`config.mk`:
```
export PLATFORM = sky130hd
export DESIGN_NAME = branch_sequencer_flat
export DESIGN_NICKNAME = d
export VERILOG_FILES = /design/src/rtl/pipeline_pkg.sv /design/src/rtl/branch_sequencer_if.sv /design/src/rtl/branch_sequencer.sv /design/src/flat_wrapper.sv
export SDC_FILE = /design/constraint.sdc
export NUM_CORES = 1
export LEC_CHECK = 0
export ABC_AREA = 1
export CAP_MARGIN = 20
export CORE_AREA = 3 3 40 42
export CTS_BUF_LIST = sky130_fd_sc_hd__clkbuf_4 sky130_fd_sc_hd__clkbuf_8
export CTS_CLUSTER_SIZE = 12
export DETAILED_ROUTE_END_ITERATION = 10
export DIE_AREA = 0 0 43 45
export HOLD_SLACK_MARGIN = 0.05
export PLACE_DENSITY = 0.58
export SLEW_MARGIN = 20
export SYNTH_ARGS = -nofsm -noshare
export SYNTH_HDL_FRONTEND = slang
export SYNTH_SLANG_ARGS = --single-unit
export TNS_END_PERCENT = 100
```
`constraint.sdc`:
```
create_clock -name clock -period 3.7 [get_ports clock]
set_clock_uncertainty 0.2 [all_clocks]
set_input_delay 0.37 -clock clock [delete_from_list [all_inputs] [get_ports clock]]
set_output_delay 0.37 -clock clock [all_outputs]
set_load 0.01 [all_outputs]
```
`src/rtl/pipeline_pkg.sv`:
```
`default_nettype none
// ============================================================================
// Module   : pipeline_pkg
// Brief    : Shared pipeline types: branch_status encoding and sequencer states.
// Revision : 1.0
// ============================================================================
package pipeline_pkg;

    typedef enum logic [1:0] {
        BS_START    = 2'b00,
        BS_REDIRECT = 2'b01,
        BS_DRAIN    = 2'b10,
        BS_RUN      = 2'b11
    } branch_status_t;

    typedef enum logic [1:0] {
        IDLE     = 2'd0,
        REDIRECT = 2'd1,
        DRAIN    = 2'd2,
        RETIRE   = 2'd3
    } seq_state_t;

endpackage
`default_nettype wire

```
`src/rtl/branch_sequencer_if.sv`:
```
`default_nettype none
// ============================================================================
// Module   : branch_sequencer_if
// Brief    : Control-transfer handshake between the branch stage and the sequencer.
// Revision : 1.0
// ============================================================================
interface branch_sequencer_if;
    import pipeline_pkg::*;

    logic           ctl_valid;
    logic           is_cond_branch;
    logic           take_branch;
    logic           jump_start;
    logic           hold;
    branch_status_t branch_status;
    logic           flush;
    logic           busy;

    modport master (
        output ctl_valid, is_cond_branch, take_branch, jump_start, hold,
        input  branch_status, flush, busy
    );

    modport slave (
        input  ctl_valid, is_cond_branch, take_branch, jump_start, hold,
        output branch_status, flush, busy
    );

endinterface
`default_nettype wire

```
`src/rtl/branch_sequencer.sv`:
```
`default_nettype none
// ============================================================================
// Module   : branch_sequencer
// Brief    : Redirect/drain/retire sequencer for BRANCH/JAL/JALR.
//            Option macro BRANCH_FAST_NOT_TAKEN_EN: not-taken branches skip to RETIRE.
// Revision : 1.0
// ============================================================================
module branch_sequencer
    import pipeline_pkg::*;
#(
    parameter int FLUSH_CYCLES = 2
) (
    input  wire logic         clock,
    input  wire logic         reset_n,
    branch_sequencer_if.slave bus
);

    localparam int             CNT_W      = $clog2(FLUSH_CYCLES + 1);
    localparam logic [CNT_W-1:0] c_cnt_load = CNT_W'(FLUSH_CYCLES - 1);
    localparam logic [CNT_W-1:0] c_cnt_one  = CNT_W'(1);

    seq_state_t       r_state;
    seq_state_t       w_state_nxt;
    logic [CNT_W-1:0] r_cnt;
    logic [CNT_W-1:0] w_cnt_nxt;

    always_ff @(posedge clock or negedge reset_n) begin
        if (!reset_n) begin
            r_state <= IDLE;
            r_cnt   <= '0;
        end else begin
            r_state <= w_state_nxt;
            r_cnt   <= w_cnt_nxt;
        end
    end

    // hold freezes everything, including acceptance of a new start
    always_comb begin
        w_state_nxt = r_state;
        w_cnt_nxt   = r_cnt;
        if (!bus.hold) begin
            case (r_state)
                IDLE: begin
                    if (bus.jump_start && bus.ctl_valid) begin
                        w_state_nxt = REDIRECT;
`ifdef BRANCH_FAST_NOT_TAKEN_EN
                        if (bus.is_cond_branch && !bus.take_branch) begin
                            w_state_nxt = RETIRE;
                        end
`endif
                    end
                end
                REDIRECT: begin
                    w_cnt_nxt   = c_cnt_load;
                    w_state_nxt = (FLUSH_CYCLES == 1) ? RETIRE : DRAIN;
                end
                DRAIN: begin
                    w_cnt_nxt = r_cnt - c_cnt_one;
                    if (r_cnt == c_cnt_one) begin
                        w_state_nxt = RETIRE;
                    end
                end
                RETIRE: begin
                    w_state_nxt = IDLE;
                end
                default: begin
                    w_state_nxt = IDLE;
                end
            endcase
        end
    end

    always_comb begin
        bus.branch_status = BS_START;
        bus.flush         = 1'b0;
        bus.busy          = 1'b1;
        case (r_state)
            IDLE: begin
                bus.busy = 1'b0;
            end
            REDIRECT: begin
                bus.branch_status = BS_REDIRECT;
                bus.flush         = 1'b1;
            end
            DRAIN: begin
                bus.branch_status = BS_DRAIN;
                bus.flush         = 1'b1;
            end
            RETIRE: begin
                bus.branch_status = BS_RUN;
            end
            default: begin
                bus.busy = 1'b0;
            end
        endcase
    end

`ifndef BRANCH_FAST_NOT_TAKEN_EN
    logic w_unused;
    assign w_unused = &{1'b0, bus.is_cond_branch, bus.take_branch};
`endif

    a_jump_start_needs_valid: assert property (
        @(posedge clock) disable iff (!reset_n) bus.jump_start |-> bus.ctl_valid
    );

endmodule
`default_nettype wire
```
`src/flat_wrapper.sv`:
```
// flat-port wrapper written by rule: the top's interface ports become plain ports
module branch_sequencer_flat import pipeline_pkg::*;
#(
    parameter int FLUSH_CYCLES = 2
)
  (clock, reset_n, bus_ctl_valid, bus_is_cond_branch, bus_take_branch, bus_jump_start, bus_hold, bus_branch_status, bus_flush, bus_busy);
  branch_sequencer_if bus_i ();
  input  wire logic clock;
  input  wire logic reset_n;
  input wire logic [$bits(bus_i.ctl_valid)-1:0] bus_ctl_valid;
  input wire logic [$bits(bus_i.is_cond_branch)-1:0] bus_is_cond_branch;
  input wire logic [$bits(bus_i.take_branch)-1:0] bus_take_branch;
  input wire logic [$bits(bus_i.jump_start)-1:0] bus_jump_start;
  input wire logic [$bits(bus_i.hold)-1:0] bus_hold;
  output wire logic [$bits(bus_i.branch_status)-1:0] bus_branch_status;
  output wire logic [$bits(bus_i.flush)-1:0] bus_flush;
  output wire logic [$bits(bus_i.busy)-1:0] bus_busy;
  assign bus_i.ctl_valid = bus_ctl_valid;
  assign bus_i.is_cond_branch = bus_is_cond_branch;
  assign bus_i.take_branch = bus_take_branch;
  assign bus_i.jump_start = bus_jump_start;
  assign bus_i.hold = bus_hold;
  assign bus_branch_status = bus_i.branch_status;
  assign bus_flush = bus_i.flush;
  assign bus_busy = bus_i.busy;
  branch_sequencer #(.FLUSH_CYCLES(FLUSH_CYCLES)) u_core (.clock(clock), .reset_n(reset_n), .bus(bus_i));
endmodule
```
Word level (Yosys, flattened, before mapping). Cells that the tools add are included.

Flip-flop bits (word level): 4. Input bits: 7. Output and inout port bits: 4. Word-level logic and storage cells: 23.

$add $sub $neg: 1. Equality and inequality tests: 6. Muxes and demuxes: 7. Bitwise gates (word level): 1. Reductions and logical operators: 6.

Operators with widths (count): case mux 2 bit (4 select lines) (1); case mux 2 bit (3 select lines) (1); == test 2 x 1 -> 1 bit, second input constant (2); == test 2 bit, second input constant (2); 2-to-1 mux 2 bit (2); inequality test 2 x 1 -> 1 bit, second input constant (2); case mux 2 bit (2 select lines) (1); AND reduction 3 bit (1); zero test 2 bit (1); 2-to-1 mux 1 bit (2); AND reduction 2 bit (1); nonzero test 2 bit (1); OR reduction 2 bit (1); subtractor 2 x 1 -> 2 bit, second input constant (1); logical AND 1 bit (1); NOT 1 bit (1).

Logic depth before layout (Yosys ltp). Gate-level depths: netlist of the first run.

Word-level depth: 3. Gate-level depth with buffers: 7. Depth with buffers taken out: 7.

Worst setup path before layout of the first run. OpenSTA, ideal clock, no wires.

Path type: flip-flop to output port. Start: register u_core.r_state[0]. End: output port bus_branch_status[1]. Arrival: 0.935 ns. Required time: 3.130 ns. Setup slack: 2.195 ns. Cell stages (with the launch flop): 4. Path buffers: 0. Cell sequence: dfrtp_1 -> inv_1 -> ha_1 -> or2_1.

Word-level cells in the longest chain between the ends: 2. Elaborated cells on any way between the ends: 4. Those cells by class: 3 x eq/ne; 1 x mux.

Ends and longest elaborated chain: from (decl) (line branch_sequencer.sv:22) `seq_state_t r_state;`; from (signal assigned) (line branch_sequencer.sv:32) `r_state <= w_state_nxt;`; == test 2 bit or == test 2 x 1 -> 1 bit (tied branches) (line branch_sequencer.sv:77) `case (r_state)`; case mux 2 bit (3 select lines) * (line branch_sequencer.sv:77); to (decl) (line flat_wrapper.sv:15) `output wire logic [$bits(bus_i.branch_status)-1:0] bus_branch_status;`.

Every way passes the cells marked *; elsewhere a longest branch is shown, timed or not.

Final worst setup path of the first run. Same ends and word-level chain as after synthesis.

==> results of run 1 <==
## per-layer routing
layer,vias to the layer above,wire (um),global-route usage (%)
li1,137,-,-
met1,112,246,9.024
met2,6,233,8.982
met3,0,30,2.789
met4,0,0,9.036
met5,-,0,0
## cell usage after synthesis, drive strengths merged
cell   instances
dfrtp          4
ha             5
inv            9
nand2         10
nand3          2
nand4          2
nor2           3
o21ai          2
or2            1
## final cells by class
class                           instances  area share (%)
Clock buffer                            3           5.422
Inverter                                9           8.133
Multi-Input combinational cell         25           38.55
Sequential cell                         4           24.10
Tap cell                               15           4.518
Timing Repair Buffer                    8           19.28
## layout by cell type (no fill, tap or decap)
cell / count
nor2_1: 2
ha_1: 5
o21ai_0: 2
nand3_1: 1
nand2_1: 9
or2_1: 1
clkbuf_4: 3
nand3_2: 1
clkdlybuf4s50_1: 8
nor2_2: 1
inv_1: 9
nand2_2: 1
nand4_1: 2
dfrtp_1: 4
## critical path: cells and delay by family (launching register included)
family,cells,cell delay (ns)
DFF,1,0.40
adders and majority gates,1,0.27
buffers and inverters,2,0.55
and+or+nand+nor,1,0.24
## state kept, by name, summed over array words and instances (netlist names)
signal,cells
u_core.r_cnt,2
u_core.r_state,2
## final timing paths
kind	end	slack (ns)	depth (start not counted)
max	bus_branch_status[1]	1.43	4
max in group asynchronous	u_core.r_cnt[0]	3.01	1
min in group clock	u_core.r_state[1]	0.34	2
min	u_core.r_state[1]	0.14	1
max reg2reg	u_core.r_cnt[1]	2.26	6
min reg2reg	u_core.r_state[1]	0.34	2
## power breakdown
group / switching (uW) / leakage [uW] / internal [uW]
registers: 17.0 / 0.0000497 / 64.4
logic: 110 / 0.000154 / 109
clock network: 15.4 / 0.0000138 / 36.1
## per-stage QoR
step / cells / utilization (%)
after floorplan: 38 / -
after global placement: 61 / 30.57
after detailed placement: 61 / 30.57
after CTS: 64 / 32.33
after global routing: 64 / 32.33
final: 64 / 32.33
## cells by family (layout without fill, tap and decap cells)
family,count (synthesis),in the layout,synth area share (%)
simple gates,18,18,29.79
flops,4,4,34.04
buf+inv,9,20,11.49
fa+ha+maj,5,5,21.28
compound gates,2,2,3.404
==> results.txt, run 1 <==
status - finished, final reports clean
clk slew on worst S/H paths - 0.04 ns
global-route wire length before repair - 966 um
drt total wl - 510 um
Fin. Hold Viols - 0
Final Max Slew Viols - 0
Fin Hold WS - 0.1362 ns
total track usage - 7.441%
crit path kind - flip-flop to primary output
routability congestion estimate - 0.6317
crit-path max FO - 5
largest net degree at the start of global routing - 6
total die area - 1935 um^2
# diodes - 0
Reg area - 100.1 um^2
top cell type's share of synthesized area - 34.04%
Peak VDD IR - 0.2804 mV
Final period util - 61.24%
CP Data Required Time - 3.13 ns
vias - 255
CP max stage cell - clkdlybuf4s50_1
register bit total from synthesis - 4
post-CTS setup buffers - 0
GR Overflow Total - 0
vias in the first global route - 250
Syn Nets - 50
Cell Chain, Critical Path - inv_1, ha_1, or2_1, clkdlybuf4s50_1
Final #Nets - 63
final worst path period need - 2.266 ns
Initial Utilization - 22.88%
crit path capture type - primary output
worst skew pair latency - 0.23 ns
IO Count - 11
Die Ht - 45 um
Crit. Startpoint - u_core.r_state[0]
P per Cell Area - 847.8 nW/um^2
DR vias/cell - 3.984
core area - 1285 um^2
clk sinks - 4
Max H-tree Level - 1
drt pass-1 iters - 2
Setup violations, final - 0
Leak - 0.0002171 uW
Placed Area - 392.9 um^2
Buffers on Ports - 8
Final ANT Viol Nets - 0
wire per inst - 7.969 um
Tightest Hold Check Type - input pin to asynchronous set/reset pin
DP Worst Slack - 1.681 ns
Cell variety after synth - 12
Yosys top cell by area - dfrtp_1
DRC - 0
setup TNS - 0 ns
Worst Path Arrival - 1.70 ns
Cells after Synth - 38
share of layout cells above drive strength 1 - 12.24%
Mapped Area - 294.0 um^2
worst setup margin - 1.434 ns
Final Total Pwr - 352.2 uW
synth top area cells - dfrtp_1 (34%), ha_1 (21%), inv_1 (11%)
unrepaired setup endpoints after global routing - false
num rows - 13
CTS Hold Buffers Added - 0
Max-slew headroom - 86.83%
worst slew pin tran - 0.1975 ns
Fill cells - 137
CTS root buffer - clkbuf_4
initial antenna violation count - 0
sequential share of the synthesized area - 34.04%
TritonCTS clock tree - yes
Fmax - 0.4413 GHz
multi-input logic area - 160.2 um^2
Post-CTS Resized - 0
average cell area after synthesis - 7.738 um^2
CTS Buffer Depth - 2
Final Cell Area - 415.4 um^2
Die Wd - 43 um
Largest stage delay, worst path - 0.47 ns
Area Growth Syn to Fin - 41.28%
max-cap violations - 0
DRT iter0 DRCs - 1
YS warnings - 0
r2r startpoint - u_core.r_state[0]
CTS Buf Count - 3
CP startpoint kind - flip-flop
(Power assumes the default switching activity.)
==> run 2: changes to the inputs <==
- PLACE_DENSITY: 0.58 -> 0.59
- clock period: 3.7 -> 1.94 ns (I/O delays scaled with it)
==> run 2 against run 1 <==
Hold slack improved by 0.21 ns. Setup slack worse by 1.3 ns. Final area is 9.3% higher. Die area is the same. Power increased by 96%. Global-route usage fell by 0.24 points. Critical path type unchanged. Largest cell class unchanged. Highest routed layer unchanged.
==> results.txt, run 2 (same netlist as run 1, synthesis figures left out) <==
status - finished, final reports clean
num rows - 13 (unchanged)
CTS Buffer Depth - 2 (unchanged)
hpwl dp - 419.7 um
Non-Filler Instances - 69 (+7.8%)
Fin. Hold Viols - 0 (unchanged)
clk slew on worst S/H paths - 0.04 ns (about the same)
unrepaired setup endpoints after global routing - false
Fmax - 0.5406 GHz
beginning of the worst hold path - u_core.r_cnt[1]
DRT iter0 DRCs - 0 (-1)
Max H-tree Level - 1 (unchanged)
routability congestion estimate - 0.6332 (+0.24%)
Die Ht - 45 um (unchanged)
Peak VDD IR - 0.5684 mV (+100%)
core area - 1285 um^2 (unchanged)
Hold EP - u_core.r_cnt[1]
CP startpoint kind - flip-flop
share of layout cells above drive strength 1 - 18.52% (+6.3 points)
max-cap violations - 0 (unchanged)
initial antenna violation count - 0 (unchanged)
largest net degree at the start of global routing - 5 (-1)
Final #Nets - 68 (+7.9%)
Final Cell Area - 454.2 um^2 (+9.3%)
Setup violations, final - 0 (unchanged)
r2r startpoint - u_core.r_state[1]
Max-slew headroom - 88.78% (+1.9 points)
drt pass-1 iters - 1 (-1)
GR Overflow Total - 0 (unchanged)
reg2reg end - u_core.r_state[1]
Worst Path Arrival - 1.46 ns (-0.24 ns)
crit path kind - flip-flop to primary output
CTS Buf Count - 3 (unchanged)
Die Wd - 43 um (unchanged)
vias in the first global route - 234 (-6.4%)
CP max stage cell - dfrtp_1
DRC - 0 (unchanged)
IO Count - 11 (unchanged)
total die area - 1935 um^2 (unchanged)
P per Cell Area - 1517 nW/um^2 (+79%)
drt total wl - 550 um (+7.8%)
worst setup margin - 0.09015 ns (-1.344 ns)
setup slack, reg-to-reg - 0.51 ns (-1.75 ns)
Final period util - 95.35%
Placed Area - 400.4 um^2 (+1.9%)
TritonCTS clock tree - yes
Cell Chain, Critical Path - buf_4, buf_4, ha_1, nor2_1, nor2_1, dlygate4sd2_1
worst slew pin tran - 0.1678 ns (-0.02976 ns)
# diodes - 0 (unchanged)
Final Max Slew Viols - 0 (unchanged)
Final ANT Viol Nets - 0 (unchanged)
Initial Utilization - 22.88% (unchanged)
commonest non-fill, non-tap cells in the layout - inv_1 (9), nand2_1 (9), ha_1 (5)
crit path capture type - primary output
Tightest Hold Check Type - flip-flop to flip-flop
total track usage - 7.197% (-0.24 points)
r2r worst-path depth - 7 (+1)
Largest stage delay, worst path - 0.38 ns (-0.09 ns)
DR vias/cell - 3.725 (-6.5%)
CTS root buffer - clkbuf_4
Buffers on Ports - 8 (unchanged)
final worst path period need - 1.850 ns
clk sinks - 4 (unchanged)
Hold Path Depth - 2
Cells after DPL - 62 (+1.6%)
CP Data Required Time - 1.55 ns (-1.58 ns)
DP Worst Slack - 0.1758 ns (-1.505 ns)
worst skew pair latency - 0.23 ns (about the same)
Leak - 0.0002564 uW (+18%)
crit-path max FO - 3 (-2)
wire per inst - 7.971 um (about the same)
top flop regs - u_core.r_cnt x2, u_core.r_state x2
global-route wire length before repair - 952 um (-1.4%)
Area Growth Syn to Fin - 54.47%
setup TNS - 0 ns (unchanged)
Final Total Pwr - 688.9 uW (+96%)
vias - 257 (+0.78%)
==> run 2: cell count changes in the layout (fill, tap and decap cells not counted), sizes merged <==
cell           before  now
dlygate4sd3         0    1
dlymetal6s2s        0    1
dlygate4sd2         0    3
clkdlybuf4s50       8    4
buf                 0    4
==> run 2: how the worst max path moves through the flow <==
stage	cells past startpoint	startpoint	to
final	6	u_core.r_state[0]	bus_branch_status[0]
after floorplan	6	u_core.r_state[0]	u_core.r_cnt[1]
after CTS	4	u_core.r_state[1]	bus_busy
after global routing	6	u_core.r_state[0]	bus_branch_status[0]
after detailed placement	4	u_core.r_state[0]	bus_branch_status[1]
after global placement	4	u_core.r_state[0]	bus_branch_status[1]
==> run 2: repair_timing <==
item,4_1_cts,5_1_grt
hold buffers,1,0
endpoints found under the hold margin,4,0
buffers inserted,2,1
gates cloned,0,0
endpoints found under the setup margin,4,1
resized for setup,3,1
==> run 2: cell type report <==
cell class / instances / area [um^2]
Fill cell: 145 / 830.8
Multi-Input combinational cell: 25 / 160.2
Clock buffer: 3 / 22.52
Inverter: 9 / 33.78
Sequential cell: 4 / 100.1
Timing Repair Buffer: 13 / 118.9
Tap cell: 15 / 18.77
==> run 2: layer usage <==
metal  track usage (%)  routed length [um]
met1             9.535                 279
met3             2.390                  26
met2             8.683                 244
met4             7.229                   0
met5                 0                   0
==> run 2: worst max-delay path, delay by kind of cell, from the launching register on <==
kind                     cells  cell delay, ns
adder cells (fa/ha/maj)      1            0.18
buffers and inverters        3            0.54
flip-flops                   1            0.38
AND/OR/NAND/NOR              2            0.12
==> run 2: metrics by stage <==
| step | hold WS [ns] | utilization (%) |
|---|---|---|
| 2_1_floorplan | -0.3016 | - |
| 3_3_place_gp | 0.2008 | 31.16 |
| 3_5_place_dp | 0.2026 | 31.16 |
| 4_1_cts | 0.3525 | 34.57 |
| 5_1_grt | 0.4210 | 35.35 |
| 6_report | 0.3434 | 35.35 |
==> run 2: power by group <==
part | switching, uW | total (uW) | internal, uW
clock | 29.6 | 98.5 | 68.9
combinational | 230 | 445 | 215
sequential | 22.2 | 145 | 123
total | 282 | 689 | 407
==> run 3: changes to the inputs <==
- ABC_AREA: 1 -> unset
- CTS_CLUSTER_DIAMETER: unset -> 150
- PLACE_DENSITY: 0.59 -> 0.57
==> run 3 against run 2 <==
Final cell count shrank 20%. Die area is the same. Fmax increased by 2.5%. Largest cell class unchanged. Largest power group unchanged.
==> results.txt, run 3 <==
CP Data Required Time - 1.55 ns (about the same)
crit path capture - bus_branch_status[1]
crit path capture type - primary output
Crit. Startpoint - u_core.r_state[0]
Cells after Synth - 27 (-29%)
crit-path max FO - 5 (+2)
setup slack, reg-to-reg - 0.26 ns (-0.25 ns)
Initial Utilization - 20.93% (-1.9 points)
CTS root buffer - clkbuf_4
synth top area cells - dfrtp_1 (37%), ha_1 (23%), mux2_1 (8.4%)
largest net degree at the start of global routing - 6 (+1)
clk slew on worst S/H paths - 0.04 ns (about the same)
status - finished, final reports clean
TritonCTS clock tree - yes
Syn Nets - 39 (-22%)
IO Count - 11 (unchanged)
worst slew pin tran - 0.2430 ns (+0.07517 ns)
Yosys top cell by area - dfrtp_1
CTS Buf Count - 3 (unchanged)
top cell type's share of synthesized area - 37.21% (+3.2 points)
worst setup margin - 0.1350 ns (+0.04488 ns)
register bit total from synthesis - 4 (unchanged)
most common cell after layout, fill and taps aside - inv_1
top flop regs - u_core.r_cnt x2, u_core.r_state x2
Peak VDD IR - 0.5628 mV (-1.0%)
worst skew pair latency - 0.23 ns (about the same)
crit path kind - flip-flop to primary output
Die Wd - 43 um (unchanged)
clk sinks - 4 (unchanged)
Leak - 0.0001942 uW (-24%)
setup TNS - 0 ns (unchanged)
Buffers on Ports - 8 (unchanged)
unrepaired setup endpoints after global routing - false
Final ANT Viol Nets - 0 (unchanged)
switching power - 246.9 uW (-12%)
Top Family by Delay on Critical Path - flip-flops
DRT iter0 DRCs - 3 (+3)
Max-slew headroom - 83.80% (-5.0 points)
Final period util - 93.04% (-2.3 points)
Combinational Power Share - 59.4% (-5.2 points)
CP max stage cell - dfrtp_1
DR vias/cell - 3.855 (+3.5%)
total die area - 1935 um^2 (unchanged)
Switching Share - 39.16% (-1.8 points)
Final Max Slew Viols - 0 (unchanged)
r2r worst-path depth - 4 (-3)
drt pass-1 iters - 2 (+1)
r2r startpoint - u_core.r_state[0]
routability congestion estimate - 0.6042 (-4.6%)
share of layout cells above drive strength 1 - 15.00% (-3.5 points)
Clock power frac - 15.8% (+1.5 points)
Setup violations, final - 0 (unchanged)
sequential share of the synthesized area - 37.21% (+3.2 points)
# diodes - 0 (unchanged)
CTS Buffer Depth - 2 (unchanged)
Bufs and invs on worst path - 2 (-1)
Fin. Hold Viols - 0 (unchanged)
Mapped Area - 269.0 um^2 (-8.5%)
asr flop ratio synth - 100.0% (unchanged)
Area Growth Syn to Fin - 50.70%
GR Overflow Total - 0 (unchanged)
multi-input logic area - 152.6 um^2 (-4.7%)
core area - 1285 um^2 (unchanged)
drt total wl - 459 um (-17%)
Fill cells - 133 (-8.3%)
CP startpoint kind - flip-flop
commonest cells in the netlist - ha_1 (5), inv_1 (5), dfrtp_1 (4), nand2_1 (4)
final worst path period need - 1.805 ns (-0.04488 ns)
P per Cell Area - 1555 nW/um^2 (+2.5%)
DRC - 0 (unchanged)
average cell area after synthesis - 9.963 um^2 (+29%)
Die Ht - 45 um (unchanged)
Crit path depth - 4 (-2)
Reg area - 100.1 um^2 (unchanged)
Max H-tree Level - 1 (unchanged)
reg2reg end - u_core.r_state[1]
DP Worst Slack - 0.1017 ns (-0.07417 ns)
Final #Nets - 54 (-21%)
vias in the first global route - 220 (-6.0%)
total track usage - 5.941% (-1.3 points)
Flop pwr share - 24.8% (+3.7 points)
Tightest Hold Check Type - flip-flop to flip-flop
internal power - 383.6 uW (-5.7%)
Fmax - 0.5540 GHz (+2.5%)
Largest stage delay, worst path - 0.38 ns (about the same)
max-cap violations - 0 (unchanged)
wire per inst - 8.345 um (+4.7%)
global-route wire length before repair - 793 um (-17%)
Cell variety after synth - 11 (-1)
number of synthesized flops with an enable pin - 0 (unchanged)
Most used DFF post-synth - dfrtp_1
num rows - 13 (unchanged)
initial antenna violation count - 0 (unchanged)
vias - 212 (-18%)
Cell Chain, Critical Path - inv_1, ha_2, or2_1, dlygate4sd2_1
YS warnings - 0 (unchanged)
Worst Path Arrival - 1.41 ns (-0.05 ns)
hpwl dp - 387.9 um (-7.6%)
[run 3: timing repair]
item	in CTS	in global routing
setup endpoints to repair	4	0
setup buffers	1	0
gates resized for setup	5	0
hold buffers	1	0
hold endpoints to repair	4	0
[run 3: worst min path at each step]
stage / cells past startpoint / from / slack (ns) / end
6_report: 2 / u_core.r_cnt[1] / 0.30 / u_core.r_cnt[1]
4_1_cts: 2 / u_core.r_cnt[1] / 0.31 / u_core.r_cnt[1]
3_5_place_dp: 1 / reset_n / 0.21 / u_core.r_cnt[1]
2_1_floorplan: 0 / reset_n / -0.30 / u_core.r_cnt[0]
5_1_grt: 2 / u_core.r_cnt[1] / 0.35 / u_core.r_cnt[1]
3_3_place_gp: 1 / reset_n / 0.20 / u_core.r_cnt[0]
[run 3: cell type report]
type,instances,area share (%)
multi-input combinational,18,37.65
sequential,4,24.69
timing repair buffer,10,22.84
clock buffer,3,5.556
inverter,5,4.630
tap,15,4.630
[run 3: cell families (layout without fill, tap and decap cells)]
kind of cell,after synthesis,count (layout),share of synthesized area [%]
AOI/OAI and AO/OA,3,3,11.16
adders and majority gates,5,5,23.26
buffers and inverters,5,18,6.977
DFF,4,4,37.21
muxes,2,2,8.371
and+or+nand+nor,8,8,13.03
[run 3: layer usage]
metal	routed length (um)	part of all wire (%)	track usage, %	up-vias
li1	-	-	-	113
met1	192	42	6.357	94
met2	231	50	8.683	5
met3	36	7.8	1.594	0
met4	0	0	7.229	0
met5	0	0	0	-
[run 3: power groups by stage]
stage | Combinational (uW) | Sequential (uW) | Clock, uW
after floorplan | 242 | 151 | 0
after global placement | 410 | 158 | 0
after detailed placement | 415 | 158 | 0
after CTS | 385 | 156 | 107
after global routing | 436 | 164 | 108
final | 375 | 156 | 99.4
[run 3: per-stage QoR]
step	hold WS (ns)	cell area, um^2	power, uW	util [%]	instances
6_report	0.2979	405.4	630.5	31.55	55
5_1_grt	0.3539	405.4	708.1	31.55	55
4_1_cts	0.3105	405.4	648.7	31.55	55
3_5_place_dp	0.2068	367.9	572.8	28.63	50
3_3_place_gp	0.2041	367.9	567.3	28.63	50
2_1_floorplan	-0.3016	269.0	393.1	-	27
[run 3: tightest hold or removal path: cells and delay by family, from the launching register on]
family          cells  cell delay [ns]
flops               1             0.33
simple gates        1             0.05
compound gates      1             0.07
